--- src/rtl/nasti_ddrx_cmd_sched_if.sv ---
// Request and DFI command/data-enable signals of the DDRx command scheduler.
// Master is the request/PHY side; slave is the scheduler.
interface nasti_ddrx_cmd_sched_if #(
  parameter int ROW_W  = 14,
  parameter int BANK_W = 3,
  parameter int COL_W  = 10
);
  logic              req_valid;
  logic              req_ready;
  logic              req_write;
  logic [BANK_W-1:0] req_bank;
  logic [ROW_W-1:0]  req_row;
  logic [COL_W-1:0]  req_col;
  logic              dfi_init_start;
  logic              dfi_init_complete;
  logic              dfi_cke;
  logic              dfi_cs_n;
  logic              dfi_ras_n;
  logic              dfi_cas_n;
  logic              dfi_we_n;
  logic [ROW_W-1:0]  dfi_address;
  logic [BANK_W-1:0] dfi_bank;
  logic              dfi_wrdata_en;
  logic              dfi_rddata_en;
  logic              ref_busy;

  modport master (
    output req_valid, req_write, req_bank, req_row, req_col, dfi_init_complete,
    input  req_ready, dfi_init_start, dfi_cke, dfi_cs_n, dfi_ras_n, dfi_cas_n,
           dfi_we_n, dfi_address, dfi_bank, dfi_wrdata_en, dfi_rddata_en, ref_busy
  );

  modport slave (
    input  req_valid, req_write, req_bank, req_row, req_col, dfi_init_complete,
    output req_ready, dfi_init_start, dfi_cke, dfi_cs_n, dfi_ras_n, dfi_cas_n,
           dfi_we_n, dfi_address, dfi_bank, dfi_wrdata_en, dfi_rddata_en, ref_busy
  );
endinterface

--- src/rtl/nasti_ddrx_cmd_sched.sv ---
// Single-transaction DDRx command scheduler: ACT -> RD/WR -> PRE with periodic
// refresh. Next values are computed combinationally, every output is a register.
module nasti_ddrx_cmd_sched #(
  parameter int ROW_W   = 14,
  parameter int BANK_W  = 3,
  parameter int COL_W   = 10,
  parameter int T_RCD   = 4,
  parameter int T_RAS   = 10,
  parameter int T_RTP   = 3,
  parameter int T_WTP   = 8,
  parameter int T_RP    = 4,
  parameter int T_RFC   = 20,
  parameter int T_REFI  = 200,
  parameter int T_WREN  = 2,
  parameter int T_RDEN  = 5,
  parameter int T_BURST = 4
) (
  input  logic                  core_clk,
  input  logic                  core_rst,
  nasti_ddrx_cmd_sched_if.slave bus
);
  localparam logic [3:0] ST_INIT     = 4'd0;
  localparam logic [3:0] ST_IDLE     = 4'd1;
  localparam logic [3:0] ST_ACT      = 4'd2;
  localparam logic [3:0] ST_WAIT_RCD = 4'd3;
  localparam logic [3:0] ST_COL      = 4'd4;
  localparam logic [3:0] ST_WAIT_PRE = 4'd5;
  localparam logic [3:0] ST_PRE      = 4'd6;
  localparam logic [3:0] ST_WAIT_RP  = 4'd7;
  localparam logic [3:0] ST_REF      = 4'd8;
  localparam logic [3:0] ST_WAIT_RFC = 4'd9;

  localparam logic [3:0] CMD_DESEL = 4'b1111;
  localparam logic [3:0] CMD_NOP   = 4'b0111;
  localparam logic [3:0] CMD_ACT   = 4'b0011;
  localparam logic [3:0] CMD_RD    = 4'b0101;
  localparam logic [3:0] CMD_WR    = 4'b0100;
  localparam logic [3:0] CMD_PRE   = 4'b0010;
  localparam logic [3:0] CMD_REF   = 4'b0001;

  localparam int CNT_W = $clog2(T_RCD + T_RP + T_RFC + 1);
  localparam int TP_W  = $clog2(T_RAS + T_RTP + T_WTP + 1);
  localparam int DAT_W = $clog2(T_WREN + T_RDEN + T_BURST + 1);
  localparam int REF_W = $clog2(T_REFI + 1);

  logic [3:0]        r_state;
  logic [CNT_W-1:0]  r_cnt;
  logic [TP_W-1:0]   r_rasCnt;
  logic [TP_W-1:0]   r_tpCnt;
  logic [DAT_W-1:0]  r_wrCnt;
  logic [DAT_W-1:0]  r_rdCnt;
  logic [REF_W-1:0]  r_refCnt;
  logic              r_refPend;
  logic              r_write;
  logic [BANK_W-1:0] r_bank;
  logic [COL_W-1:0]  r_col;
  logic [3:0]        r_cmd;
  logic [ROW_W-1:0]  r_addr;
  logic [BANK_W-1:0] r_dfiBank;
  logic              r_cke;
  logic              r_initStart;
  logic              r_ready;
  logic              r_wrEn;
  logic              r_rdEn;
  logic              r_refBusy;

  logic [3:0]        w_stateNxt;
  logic [CNT_W-1:0]  w_cntNxt;
  logic [3:0]        w_cmdNxt;
  logic [ROW_W-1:0]  w_addrNxt;
  logic [BANK_W-1:0] w_bankNxt;
  logic [TP_W-1:0]   w_rasCntNxt;
  logic [TP_W-1:0]   w_tpCntNxt;
  logic [DAT_W-1:0]  w_wrCntNxt;
  logic [DAT_W-1:0]  w_rdCntNxt;
  logic [REF_W-1:0]  w_refCntNxt;
  logic              w_refPendNxt;
  logic              w_issueAct;
  logic              w_issueCol;
  logic              w_issueRef;
  logic              w_expire;
  logic              w_preOk;
  logic [ROW_W-1:0]  w_colAddr;

  // Column addresses never reach A10 because COL_W <= 10.
  assign w_colAddr  = {{(ROW_W - COL_W){1'b0}}, r_col};
  assign w_issueRef = (r_state == ST_IDLE) && r_refPend;
  assign w_issueAct = (r_state == ST_IDLE) && !r_refPend && bus.req_valid;
  assign w_issueCol = (r_state == ST_WAIT_RCD) && (r_cnt == '0);
  assign w_preOk    = (r_rasCnt == '0) && (r_tpCnt == '0);
  assign w_expire   = (r_state != ST_INIT) && (r_refCnt == '0);

  always_comb begin
    w_stateNxt = r_state;
    w_cntNxt   = (r_cnt != '0) ? r_cnt - 1'b1 : r_cnt;
    w_cmdNxt   = CMD_NOP;
    w_addrNxt  = r_addr;
    w_bankNxt  = r_dfiBank;
    case (r_state)
      ST_INIT: begin
        w_cmdNxt = CMD_DESEL;
        if (bus.dfi_init_complete) begin
          w_stateNxt = ST_IDLE;
          w_cmdNxt   = CMD_NOP;
        end
      end
      ST_IDLE: begin
        if (r_refPend) begin
          w_stateNxt = ST_REF;
          w_cmdNxt   = CMD_REF;
          w_addrNxt  = '0;
          w_bankNxt  = '0;
        end else if (bus.req_valid) begin
          w_stateNxt = ST_ACT;
          w_cmdNxt   = CMD_ACT;
          w_addrNxt  = bus.req_row;
          w_bankNxt  = bus.req_bank;
        end
      end
      ST_ACT: begin
        w_stateNxt = ST_WAIT_RCD;
        w_cntNxt   = CNT_W'(T_RCD - 2);
      end
      ST_WAIT_RCD: begin
        if (r_cnt == '0) begin
          w_stateNxt = ST_COL;
          w_cmdNxt   = r_write ? CMD_WR : CMD_RD;
          w_addrNxt  = w_colAddr;
          w_bankNxt  = r_bank;
        end
      end
      ST_COL, ST_WAIT_PRE: begin
        w_stateNxt = ST_WAIT_PRE;
        if (w_preOk) begin
          w_stateNxt = ST_PRE;
          w_cmdNxt   = CMD_PRE;
          w_addrNxt  = '0;
          w_bankNxt  = r_bank;
        end
      end
      ST_PRE: begin
        w_stateNxt = ST_WAIT_RP;
        w_cntNxt   = CNT_W'(T_RP - 2);
      end
      ST_WAIT_RP:  if (r_cnt == '0) w_stateNxt = ST_IDLE;
      ST_REF: begin
        w_stateNxt = ST_WAIT_RFC;
        w_cntNxt   = CNT_W'(T_RFC - 2);
      end
      ST_WAIT_RFC: if (r_cnt == '0) w_stateNxt = ST_IDLE;
      default:     w_stateNxt = ST_INIT;
    endcase
  end

  // A counter value of zero in cycle x means the PRE may appear at x+1.
  assign w_rasCntNxt = w_issueAct ? TP_W'(T_RAS - 1) :
                       (r_rasCnt != '0) ? r_rasCnt - 1'b1 : r_rasCnt;
  assign w_tpCntNxt  = w_issueCol ? (r_write ? TP_W'(T_WTP - 1) : TP_W'(T_RTP - 1)) :
                       (r_tpCnt != '0) ? r_tpCnt - 1'b1 : r_tpCnt;
  assign w_wrCntNxt  = (w_issueCol && r_write) ? DAT_W'(T_WREN + T_BURST) :
                       (r_wrCnt != '0) ? r_wrCnt - 1'b1 : r_wrCnt;
  assign w_rdCntNxt  = (w_issueCol && !r_write) ? DAT_W'(T_RDEN + T_BURST) :
                       (r_rdCnt != '0) ? r_rdCnt - 1'b1 : r_rdCnt;
  assign w_refCntNxt = (r_state == ST_INIT) ?
                       ((w_stateNxt == ST_IDLE) ? REF_W'(T_REFI - 1) : '0) :
                       (r_refCnt == '0) ? REF_W'(T_REFI - 1) : r_refCnt - 1'b1;
  assign w_refPendNxt = w_expire || (r_refPend && !w_issueRef);

  always_ff @(posedge core_clk or posedge core_rst) begin
    if (core_rst) begin
      r_state     <= ST_INIT;
      r_cnt       <= '0;
      r_rasCnt    <= '0;
      r_tpCnt     <= '0;
      r_wrCnt     <= '0;
      r_rdCnt     <= '0;
      r_refCnt    <= '0;
      r_refPend   <= 1'b0;
      r_write     <= 1'b0;
      r_bank      <= '0;
      r_col       <= '0;
      r_cmd       <= CMD_DESEL;
      r_addr      <= '0;
      r_dfiBank   <= '0;
      r_cke       <= 1'b0;
      r_initStart <= 1'b0;
      r_ready     <= 1'b0;
      r_wrEn      <= 1'b0;
      r_rdEn      <= 1'b0;
      r_refBusy   <= 1'b0;
    end else begin
      r_state     <= w_stateNxt;
      r_cnt       <= w_cntNxt;
      r_rasCnt    <= w_rasCntNxt;
      r_tpCnt     <= w_tpCntNxt;
      r_wrCnt     <= w_wrCntNxt;
      r_rdCnt     <= w_rdCntNxt;
      r_refCnt    <= w_refCntNxt;
      r_refPend   <= w_refPendNxt;
      r_cmd       <= w_cmdNxt;
      r_addr      <= w_addrNxt;
      r_dfiBank   <= w_bankNxt;
      r_cke       <= (w_stateNxt != ST_INIT);
      r_initStart <= (w_stateNxt == ST_INIT);
      r_ready     <= (w_stateNxt == ST_IDLE) && !w_refPendNxt;
      r_refBusy   <= w_refPendNxt || (w_stateNxt == ST_REF) || (w_stateNxt == ST_WAIT_RFC);
      r_wrEn      <= (w_wrCntNxt != '0) && (w_wrCntNxt <= DAT_W'(T_BURST));
      r_rdEn      <= (w_rdCntNxt != '0) && (w_rdCntNxt <= DAT_W'(T_BURST));
      if (w_issueAct) begin
        r_write <= bus.req_write;
        r_bank  <= bus.req_bank;
        r_col   <= bus.req_col;
      end
    end
  end

  assign bus.req_ready      = r_ready;
  assign bus.dfi_init_start = r_initStart;
  assign bus.dfi_cke        = r_cke;
  assign {bus.dfi_cs_n, bus.dfi_ras_n, bus.dfi_cas_n, bus.dfi_we_n} = r_cmd;
  assign bus.dfi_address    = r_addr;
  assign bus.dfi_bank       = r_dfiBank;
  assign bus.dfi_wrdata_en  = r_wrEn;
  assign bus.dfi_rddata_en  = r_rdEn;
  assign bus.ref_busy       = r_refBusy;
endmodule

--- src/flat_wrapper.sv ---
// flat-port wrapper written by rule: the top's interface ports become plain ports
module nasti_ddrx_cmd_sched_flat 
#(
  parameter int ROW_W   = 14,
  parameter int BANK_W  = 3,
  parameter int COL_W   = 10,
  parameter int T_RCD   = 4,
  parameter int T_RAS   = 10,
  parameter int T_RTP   = 3,
  parameter int T_WTP   = 8,
  parameter int T_RP    = 4,
  parameter int T_RFC   = 20,
  parameter int T_REFI  = 200,
  parameter int T_WREN  = 2,
  parameter int T_RDEN  = 5,
  parameter int T_BURST = 4
)
  (core_clk, core_rst, bus_req_valid, bus_req_write, bus_req_bank, bus_req_row, bus_req_col, bus_dfi_init_complete, bus_req_ready, bus_dfi_init_start, bus_dfi_cke, bus_dfi_cs_n, bus_dfi_ras_n, bus_dfi_cas_n, bus_dfi_we_n, bus_dfi_address, bus_dfi_bank, bus_dfi_wrdata_en, bus_dfi_rddata_en, bus_ref_busy);
  nasti_ddrx_cmd_sched_if #(.ROW_W(ROW_W), .BANK_W(BANK_W), .COL_W(COL_W)) bus_i ();
  input  logic core_clk;
  input  logic core_rst;
  input wire logic [$bits(bus_i.req_valid)-1:0] bus_req_valid;
  input wire logic [$bits(bus_i.req_write)-1:0] bus_req_write;
  input wire logic [$bits(bus_i.req_bank)-1:0] bus_req_bank;
  input wire logic [$bits(bus_i.req_row)-1:0] bus_req_row;
  input wire logic [$bits(bus_i.req_col)-1:0] bus_req_col;
  input wire logic [$bits(bus_i.dfi_init_complete)-1:0] bus_dfi_init_complete;
  output wire logic [$bits(bus_i.req_ready)-1:0] bus_req_ready;
  output wire logic [$bits(bus_i.dfi_init_start)-1:0] bus_dfi_init_start;
  output wire logic [$bits(bus_i.dfi_cke)-1:0] bus_dfi_cke;
  output wire logic [$bits(bus_i.dfi_cs_n)-1:0] bus_dfi_cs_n;
  output wire logic [$bits(bus_i.dfi_ras_n)-1:0] bus_dfi_ras_n;
  output wire logic [$bits(bus_i.dfi_cas_n)-1:0] bus_dfi_cas_n;
  output wire logic [$bits(bus_i.dfi_we_n)-1:0] bus_dfi_we_n;
  output wire logic [$bits(bus_i.dfi_address)-1:0] bus_dfi_address;
  output wire logic [$bits(bus_i.dfi_bank)-1:0] bus_dfi_bank;
  output wire logic [$bits(bus_i.dfi_wrdata_en)-1:0] bus_dfi_wrdata_en;
  output wire logic [$bits(bus_i.dfi_rddata_en)-1:0] bus_dfi_rddata_en;
  output wire logic [$bits(bus_i.ref_busy)-1:0] bus_ref_busy;
  assign bus_i.req_valid = bus_req_valid;
  assign bus_i.req_write = bus_req_write;
  assign bus_i.req_bank = bus_req_bank;
  assign bus_i.req_row = bus_req_row;
  assign bus_i.req_col = bus_req_col;
  assign bus_i.dfi_init_complete = bus_dfi_init_complete;
  assign bus_req_ready = bus_i.req_ready;
  assign bus_dfi_init_start = bus_i.dfi_init_start;
  assign bus_dfi_cke = bus_i.dfi_cke;
  assign bus_dfi_cs_n = bus_i.dfi_cs_n;
  assign bus_dfi_ras_n = bus_i.dfi_ras_n;
  assign bus_dfi_cas_n = bus_i.dfi_cas_n;
  assign bus_dfi_we_n = bus_i.dfi_we_n;
  assign bus_dfi_address = bus_i.dfi_address;
  assign bus_dfi_bank = bus_i.dfi_bank;
  assign bus_dfi_wrdata_en = bus_i.dfi_wrdata_en;
  assign bus_dfi_rddata_en = bus_i.dfi_rddata_en;
  assign bus_ref_busy = bus_i.ref_busy;
  nasti_ddrx_cmd_sched #(.ROW_W(ROW_W), .BANK_W(BANK_W), .COL_W(COL_W), .T_RCD(T_RCD), .T_RAS(T_RAS), .T_RTP(T_RTP), .T_WTP(T_WTP), .T_RP(T_RP), .T_RFC(T_RFC), .T_REFI(T_REFI), .T_WREN(T_WREN), .T_RDEN(T_RDEN), .T_BURST(T_BURST)) u_core (.core_clk(core_clk), .core_rst(core_rst), .bus(bus_i));
endmodule
--- config.mk ---
export PLATFORM = sky130hd
export DESIGN_NAME = nasti_ddrx_cmd_sched_flat
export DESIGN_NICKNAME = d
export VERILOG_FILES = /design/src/rtl/nasti_ddrx_cmd_sched_if.sv /design/src/rtl/nasti_ddrx_cmd_sched.sv /design/src/flat_wrapper.sv
export SDC_FILE = /design/constraint.sdc
export NUM_CORES = 1
export LEC_CHECK = 0
export ABC_CLOCK_PERIOD_IN_PS = 3050
export CAP_MARGIN = 10
export CORE_MARGIN = 2
export CORE_UTILIZATION = 45
export DETAILED_ROUTE_END_ITERATION = 10
export DONT_BUFFER_PORTS = 1
export HOLD_SLACK_MARGIN = 0.15
export PLACE_DENSITY = 0.59
export SYNTH_ARGS = -nofsm -noshare
export SYNTH_HDL_FRONTEND = slang
export SYNTH_SLANG_ARGS = --single-unit
--- constraint.sdc ---
create_clock -name core_clk -period 3.05 [get_ports core_clk]
set_input_delay 0.305 -clock core_clk [delete_from_list [all_inputs] [get_ports core_clk]]
set_output_delay 0.305 -clock core_clk [all_outputs]
set_load 0.01 [all_outputs]
After elaboration in Yosys (flattened, before gate mapping)

Cells that the tools add are included.

Bits in registers: 77
Bits of input ports: 32
Output and inout bits: 27
Word-level logic and storage cells: 123

$add $sub $neg: 6
Order comparisons: 2
Equality and inequality tests: 15
Mux-type cells: 38
Reductions and logical operators: 42

Operators with widths:

| cell                                                 | number |
|---|---|
| two-way mux 14 bit                                   | 4 |
| two-way mux 4 bit                                    | 12 |
| case mux 14 bit (3 select lines)                     | 1 |
| case mux 4 bit (8 select lines)                      | 1 |
| two-way mux 5 bit                                    | 5 |
| two-way mux 8 bit                                    | 3 |
| nonzero test 4 bit                                   | 6 |
| two-way mux 3 bit                                    | 7 |
| equality test 4 x 3 -> 1 bit (second input constant) | 4 |
| equality test 4 bit (second input constant)          | 4 |
| case mux 4 bit (4 select lines)                      | 1 |
| logical NOT 5 bit                                    | 3 |
| nonzero test 5 bit                                   | 3 |
| subtractor 5 x 1 -> 5 bit (second input constant)    | 3 |
| logical AND 1 bit                                    | 12 |
| case mux 5 bit (2 select lines)                      | 1 |
| case mux 3 bit (3 select lines)                      | 1 |
| equality test 4 x 1 -> 1 bit (second input constant) | 2 |
| equality test 4 x 2 -> 1 bit (second input constant) | 2 |
| <= comparator 4 x 3 -> 1 bit (second input constant) | 2 |
| logical NOT 4 bit                                    | 2 |
| logical NOT 8 bit                                    | 1 |
| subtractor 4 x 1 -> 4 bit (second input constant)    | 2 |
| subtractor 8 x 1 -> 8 bit (second input constant)    | 1 |
| 11 further kinds                                     | 20 |

Longest topological paths before layout

Gate-level depths: netlist (run 1).

Word-level depth: 7
Gate-level depth with buffers: 8
Gate-level depth less buffers: 6

Least setup slack after synthesis (run 1)

OpenSTA, ideal clock, no wires.

Path kind: register to register
Start point: register u_core.r_cnt[0]
End point: register u_core.r_addr[0] (netlist: u_core.bus.dfi_address[0])
Setup time: 0.125 ns
Arrival: 1.992 ns
Data required time: 2.925 ns
Setup slack: 0.933 ns
Cell stages (with the launch flop): 9
Path buffers: 2
Clock period less this slack: 2.117 ns
Cells stage by stage: dfrtp_1 -> inv_1 -> ha_1 -> or4b_1 -> buf_2 -> o21ai_2 -> nand4_4 -> buf_6 -> mux2_4

Cells in the longest elaborated chain, start to end: 3

Ends and longest elaborated chain:

| element                                | line                        | source |
|---|---|---|
| start: declaration                     | nasti_ddrx_cmd_sched.sv:47  | `logic [CNT_W-1:0] r_cnt;` |
| start signal: assignment               | nasti_ddrx_cmd_sched.sv:193 | `r_cnt <= w_cntNxt;` |
| logical NOT 5 bit                      | nasti_ddrx_cmd_sched.sv:125 | `if (r_cnt == '0) begin` |
| inequality test 2 bit (no source line) | -                           |  |
| AND reduction 4 bit (no source line)   | -                           |  |
| end signal: assignment                 | nasti_ddrx_cmd_sched.sv:201 | `r_addr <= w_addrNxt;` |
| end: declaration                       | nasti_ddrx_cmd_sched.sv:58  | `logic [ROW_W-1:0] r_addr;` |

Every way passes these cells.
A chain may end at the register's enable or synchronous reset.

Worst setup path in the final report (run 1)

Start point: register u_core.r_tpCnt[0]
End point: register u_core.r_addr[1] (netlist: u_core.bus.dfi_address[1])

Cells in the longest elaborated chain, start to end: 4

Ends and longest elaborated chain:

| element                                         | line                        | source |
|---|---|---|
| start: declaration                              | nasti_ddrx_cmd_sched.sv:49  | `logic [TP_W-1:0] r_tpCnt;` |
| start signal: assignment                        | nasti_ddrx_cmd_sched.sv:195 | `r_tpCnt <= w_tpCntNxt;` |
| logical NOT 5 bit                               | nasti_ddrx_cmd_sched.sv:90  | `assign w_preOk = (r_rasCnt == '0) && (r_tpCnt == '0);` |
| logical AND 1 bit                               | nasti_ddrx_cmd_sched.sv:90  |  |
| inequality test 2 x 1 -> 1 bit (no source line) | -                           |  |
| AND reduction 4 bit (no source line)            | -                           |  |

Every way passes these cells.

==> results of run 1 <==
[cells in the final DEF, fill, tap and decap left out, types with 2 or more instances in the layout]
cell type / count
a211o_1: 2
a211oi_1: 2
a21oi_1: 11
a311o_1: 2
a31oi_1: 4
a32o_1: 10
and3_1: 2
buf_4: 7
bufinv_16: 3
clkbuf_8: 10
dfrtp_1: 73
dfstp_2: 4
dlygate4sd3_1: 20
ha_1: 10
inv_1: 22
mux2_2: 12
mux2_4: 6
mux2i_1: 5
nand2_1: 62
nand2b_1: 4
nand3_1: 8
nand3b_1: 4
nor2_1: 32
nor2b_1: 10
nor3_1: 10
nor3b_1: 5
nor4_1: 4
nor4b_1: 3
o211ai_1: 3
o21ai_0: 11
o21bai_1: 2
or2_2: 2
or3_1: 3
or4b_1: 3
xnor2_1: 11
xor2_1: 5
[metal layers]
metal  global-route usage  wire length, um  vias to the layer above
li1                     -                -                     1352
met1                0.271             3940                     1404
met2                0.285             3830                       56
met3               0.0407              354                        5
met4               0.0714               58                        0
met5                    0                0                        -
[area by class of cell]
type                       count  area, um^2
fill                         737        3820
sequential                    77        1930
multi-input combinational    263        1740
timing repair buffer          27         253
clock buffer                  11         141
tap                          105         131
clock inverter                 5         108
inverter                      23        87.6
[cell families (layout without fill, tap and decap cells)]
group | Yosys count | after routing | synth area share
simple gates | 158 | 158 | 0.205
flops | 77 | 77 | 0.505
compound gates | 56 | 56 | 0.108
buf+inv | 38 | 66 | 0.0418
mux | 23 | 23 | 0.0719
xor+xnor | 16 | 16 | 0.0366
fa+ha+maj | 10 | 10 | 0.0327
[worst min path at each step]
stage | start | endpoint | cells after the start
detailed placement | core_rst | u_core.bus.dfi_address[13] | 1
floorplan | bus_dfi_init_complete | u_core.r_cmd[3] | 1
finish | bus_req_row[6] | u_core.bus.dfi_address[6] | 2
global route | bus_req_row[6] | u_core.bus.dfi_address[6] | 2
global placement | core_rst | u_core.r_wrCnt[3] | 1
CTS | bus_req_row[6] | u_core.bus.dfi_address[6] | 2
[registers in the layout, indices dropped and copies added (netlist names)]
name                       count
u_core.r_tpCnt                 5
u_core.bus.dfi_wrdata_en       1
u_core.bus.dfi_rddata_en       1
u_core.r_write                 1
u_core.r_cnt                   5
u_core.bus.dfi_init_start      1
u_core.r_col                  10
u_core.r_refCnt                8
u_core.bus.dfi_cke             1
u_core.bus.dfi_bank            3
u_core.r_cmd                   4
u_core.bus.ref_busy            1
u_core.bus.req_ready           1
u_core.r_bank                  3
u_core.r_rasCnt                5
u_core.r_rdCnt                 4
u_core.r_refPend               1
u_core.r_wrCnt                 4
u_core.bus.dfi_address        14
u_core.r_state                 4
[power by group]
part / leakage (nW) / total, mW / switching (mW) / internal [mW]
clock: 0.124 / 0.949 / 0.378 / 0.571
combinational: 0.953 / 2.17 / 1.11 / 1.07
sequential: 0.940 / 2.04 / 0.515 / 1.52
total: 2.02 / 5.16 / 2.00 / 3.16
[per-stage QoR]
step	setup slack, ns	instances	utilization
after global placement	0.690	475	0.480
after floorplan	0.785	378	-
after global routing	0.497	511	0.535
after CTS	0.604	511	0.535
final	0.633	511	0.535
after detailed placement	0.642	475	0.480
[synth_stat cells (5+ instances only)]
library cell | number | area share
clkbuf_1 | 10 | 0.0098
ha_1 | 10 | 0.033
inv_1 | 23 | 0.023
nor3b_1 | 5 | 0.0098
nor3_1 | 10 | 0.013
a21oi_1 | 11 | 0.014
dfrtp_1 | 73 | 0.48
mux2_4 | 6 | 0.024
xnor2_1 | 11 | 0.025
nand2_1 | 62 | 0.061
xor2_1 | 5 | 0.011
o21ai_0 | 11 | 0.014
nand3_1 | 8 | 0.010
mux2_2 | 12 | 0.035
nor2_1 | 32 | 0.031
a32o_1 | 10 | 0.026
mux2i_1 | 5 | 0.013
nor2b_1 | 10 | 0.016
==> flow_metrics.tcl, run 1 <==
set metrics [dict create \
    outcome "finished clean" \
    cp_max_fo 17 \
    clkTransAtPathRegs_ns 0.09 \
    ys_seq_elements 77 \
    crit_required_ns 3.29 \
    root_buffer "clkbuf_8" \
    post-route-period-util 0.792 \
    drt-vias-per-instance 5.51 \
    r2r_end "u_core.bus.dfi_address[1]" \
    clk_latency_ns 0.35 \
    clock_skew_ns 0.0141 \
    power_mw 5.16 \
    setup_viol 0 \
    tightest_slew_ns 0.746 \
    reg2reg_depth 6 \
    path_class "flip-flop to flip-flop" \
    rows 33 \
    grt_pass1_vias 2710 \
    hpwl_mm 5.64 \
    via_count 2817 \
    max_freq_mhz 414 \
    min_period_ns 2.42 \
    synth-edff-count 0 \
    whs_ns 0.248 \
    crit_end "u_core.bus.dfi_address[1]" \
    numCtsBuffers 9 \
    syn_inst 378 \
    ctsResizeCount 0 \
    die_x_um 96.2 \
    crit_slowest_cell "or4b_1" \
    slew_headroom 0.496 \
    critPathTopFamily "simple AND/OR/NAND/NOR gates" \
    crit_cells 6 \
    p_per_area_mw_per_mm2 1170 \
    die_h_um 96.2 \
    synth_flop_cell "dfrtp_1" \
    rsz0062_at_grt "false" \
    place_congestion 0.806 \
    ios 59 \
    final_hold_viol_count 0 \
    fin_tns_setup_ns 0 \
    syn_area_mm2 0.00383 \
    diodes 0 \
    syn_to_final_growth_pct 14.8 \
    holdCritPathClass "input port to flip-flop" \
    cts_hold_buf 20 \
    crit_buf_inv 1 \
    grt_util_all_layers 0.191 \
    ys_async_sr_fraction 1.00 \
    ff2ff_setup_slack_ns 0.63 \
    post_drt_wl_per_cell_um 16.0 \
    antenna_found_initial 0 \
    ir_drop_uv 477 \
    ys_types 51 \
    design_area_mm2 0.00440 \
    fp.coreArea_mm2 0.00822 \
    cts_htree_levels 3 \
    maxCapViolCount 0 \
    syn-num-nets 420 \
    drive_above_1_share 0.128 \
    grt_remaining_overflow 0 \
    antenna_left 0 \
    cts_setup_buffers 0 \
    start_kind "flip-flop" \
    end_kind "flip-flop" \
    die-area_mm2 0.00926 \
    grt_pass1_wl_mm 13.4 \
    cts_tree "done" \
    wirelength_mm 8.18 \
    p_leak_nw 2.02 \
    start_util 0.466 \
    cp.arrival_ns 2.65 \
    placed_area_mm2 0.00395 \
    drc_errors 0 \
    r2r_start "u_core.r_tpCnt[0]" \
    portBuffers 0 \
    grt_max_degree 30 \
    ys_warn_count 0 \
    finalMaxSlewViolations 0 \
    path_cells "inv_1 > ha_1 > or4b_1 > o21ai_4 > nand4_4 > mux2_4" \
    ys_seq_area_frac 0.505 \
    syn_avg_cell_area_um2 10.1 \
    crit_start "u_core.r_tpCnt[0]" \
    critPathMaxStageDelay_ns 0.59 \
    first_pass_iters 4 \
    cts_sinks 77 \
    nets 443 \
    dr.first_iter.drc_count 132 \
    cts_buffer_depth 2 \
]
(Power assumes the default switching activity.)
==> inputs of run 2 (changes only) <==
Settings changed: ABC_AREA from default to 1, ABC_CLOCK_PERIOD_IN_PS 3050 to 2100, PLACE_DENSITY 0.59 to 0.61.
Clock period 3.05 ns to 2.1 ns, I/O delays scaled along.
==> run 2 against run 1 <==
  * Sequential share of layout area fell by 1.0 points
  * Final area rose by 2.4%
  * Non-clock buffer count rose by 8
  * Core utilization rose by 1.0 points
  * Clock skew fell by 0.0092 ns
  * Fmax rose by 29%
  * Global-route usage fell by 1.6 points
  * Critical path depth rose by 3
  * Register-to-register slack got worse by 0.40 ns
  * Synthesized cell count rose by 20%
  * Wire length fell by 5.9%
  * Highest routed layer unchanged
==> flow_metrics.tcl, run 2 <==
set metrics [dict create \
    grt_pass1_vias 2877 \
    diodes 0 \
    ios 59 \
    p_per_area_mw_per_mm2 1690 \
    drive_above_1_share 0.134 \
    placed_area_mm2 0.00398 \
    synth-edff-count 0 \
    synth.top_cell.area_share 0.473 \
    ys_async_sr_fraction 1.00 \
    wirelength_mm 7.70 \
    synth_commonest_cells "nand2_1 (104), dfrtp_1 (73), inv_1 (70), o21ai_0 (39), nor2_1 (33)" \
    min_period_ns 1.87 \
    seq_area_mm2 0.00193 \
    syn-num-nets 497 \
    antenna_left 0 \
    syn_inst 455 \
    die_x_um 96.6 \
    start_kind "flip-flop" \
    nets 536 \
    numCtsBuffers 9 \
    slew_headroom 0.721 \
    top_layer "met4" \
    wl_met1_mm 3.54 \
    end_kind "flip-flop" \
    portBuffers 0 \
    largest_reg_flops 14 \
    final_hold_viol_count 0 \
    yosysMostFrequentCell "nand2_1" \
    via_count 2986 \
    fp.coreArea_mm2 0.00826 \
    fin_tns_setup_ns 0 \
    reg2reg_depth 9 \
    post_drt_wl_per_cell_um 12.7 \
    max_freq_mhz 535 \
    ys_seq_area_frac 0.501 \
    syn_avg_cell_area_um2 8.48 \
    outcome "finished clean" \
    r2r_end "u_core.bus.dfi_bank[1]" \
    grt_pass1_wl_mm 13.3 \
    first_pass_iters 4 \
    dr.first_iter.drc_count 142 \
    syn_to_final_growth_pct 16.6 \
    grt_util_all_layers 0.174 \
    yosys.area.top_type "dfrtp_1" \
    rsz0062_at_grt "false" \
    design_area_mm2 0.00450 \
    syn_area_mm2 0.00386 \
    path_cells "nor2_2 > nand2_2 > nand2_4 > inv_2 > o21ai_2 > nand4_4 > buf_4 > nand2_1 > o21ai_0" \
    start_util 0.467 \
    r2r_start "u_core.r_state[3]" \
    finalMaxSlewViolations 0 \
    crit_slowest_cell "dfrtp_1" \
    setup_viol 0 \
    drc_errors 0 \
    ir_drop_uv 725 \
    cts_buffer_depth 2 \
    layout_commonest_cell "nand2_1" \
    power_mw 7.62 \
    routed-wl-met3_um 361 \
    cts_htree_levels 3 \
    cts_tree "done" \
    crit_end "u_core.bus.dfi_bank[1]" \
    grt_max_degree 78 \
    maxCapViolCount 0 \
    place_congestion 0.917 \
    clk_latency_ns 0.34 \
    ys_seq_elements 77 \
    tightest_slew_ns 0.418 \
    path_class "flip-flop to flip-flop" \
    multi_input_area_mm2 0.00158 \
    layout.cells.most_common_list "nand2_1 (104), dfrtp_1 (73), inv_1 (69)" \
    holdCritPathClass "input port to flip-flop" \
    crit_start "u_core.r_state[3]" \
    drt-vias-per-instance 4.94 \
    ff2ff_setup_slack_ns 0.23 \
    ys_warn_count 0 \
    clkTransAtPathRegs_ns 0.08 \
    hpwl_mm 5.37 \
    synth_flop_cell "dfrtp_1" \
    cp.arrival_ns 2.08 \
    antenna_found_initial 0 \
    critPathMaxStageDelay_ns 0.44 \
    die-area_mm2 0.00933 \
    synth.area.top_cells "dfrtp_1 (47%), nand2_1 (10%), inv_1 (6.8%)" \
    final_core_util 0.545 \
    rows 33 \
    clock_skew_ns 0.00495 \
    crit_required_ns 2.31 \
    fillers 762 \
    post-route-period-util 0.890 \
    p_leak_nw 2.24 \
    grt_remaining_overflow 0 \
    cp_max_fo 34 \
    wl_met2_mm 3.66 \
    ys_types 33 \
    die_h_um 96.6 \
    root_buffer "clkbuf_8" \
    cts_sinks 77 \
]
==> run 2: worst min-delay path by stage <==
stage                          startpoint  cells past startpoint                  endpoint  slack (ns)
floorplan           bus_dfi_init_complete                      1           u_core.r_cmd[3]        0.24
global placement                 core_rst                      2  u_core.bus.dfi_rddata_en        0.23
detailed placement               core_rst                      2  u_core.bus.dfi_rddata_en        0.24
CTS                         bus_req_valid                      3           u_core.r_cmd[2]        0.16
global route                bus_req_valid                      3           u_core.r_cmd[2]        0.18
finish                      bus_req_valid                      3           u_core.r_cmd[2]        0.17
==> run 2: per-stage QoR <==
step	cells	worst slack [ns]	hold WS (ns)
4_1_cts	603	0.210	0.160
3_5_place_dp	557	0.232	0.236
5_1_grt	604	0.0228	0.183
6_report	604	0.232	0.173
2_1_floorplan	455	0.505	0.243
3_3_place_gp	557	0.259	0.233
==> run 2: timing repair <==
action	in CTS	in global routing
gates resized for setup	0	0
endpoints found under the hold margin	104	0
setup buffers	0	1
endpoints found under the setup margin	0	1
hold buffers	30	0
==> run 2: routing by layer <==
metal | up-vias | global-route usage
li1 | 1520 | -
met1 | 1392 | 0.229
met2 | 64 | 0.278
met3 | 10 | 0.0405
met4 | 0 | 0.0726
met5 | - | 0
==> run 2: cell type report <==
cell class              count  area share
multi-input cells         293       0.350
clock inverters             7      0.0200
well taps                 105      0.0292
repair buffers             35      0.0778
flip-flops and latches     77       0.429
clock buffers               9      0.0275
inverters                  78      0.0659
==> run 2: power breakdown <==
part	switching [mW]	internal [mW]
sequential	0.505	2.24
combinational	2.36	1.31
clock	0.546	0.662
==> run 2: kinds of logic (layout without fill, tap and decap cells) <==
kind of cell / Yosys count / in the layout / share of synthesized area
AOI/OAI and AO/OA: 76 / 76 / 0.121
xor gates and xnor gates: 12 / 12 / 0.0272
adders and majority gates: 10 / 10 / 0.0324
buffers and inverters: 85 / 129 / 0.0908
DFF: 77 / 77 / 0.501
and+or+nand+nor: 195 / 195 / 0.228
==> run 2: worst max-delay path: cells and delay by family (launching register included) <==
| family | cells | cell delay [ns] |
|---|---|---|
| buf+inv | 2 | 0.32 |
| simple gates | 5 | 0.82 |
| flops | 1 | 0.44 |
| compound gates | 2 | 0.15 |
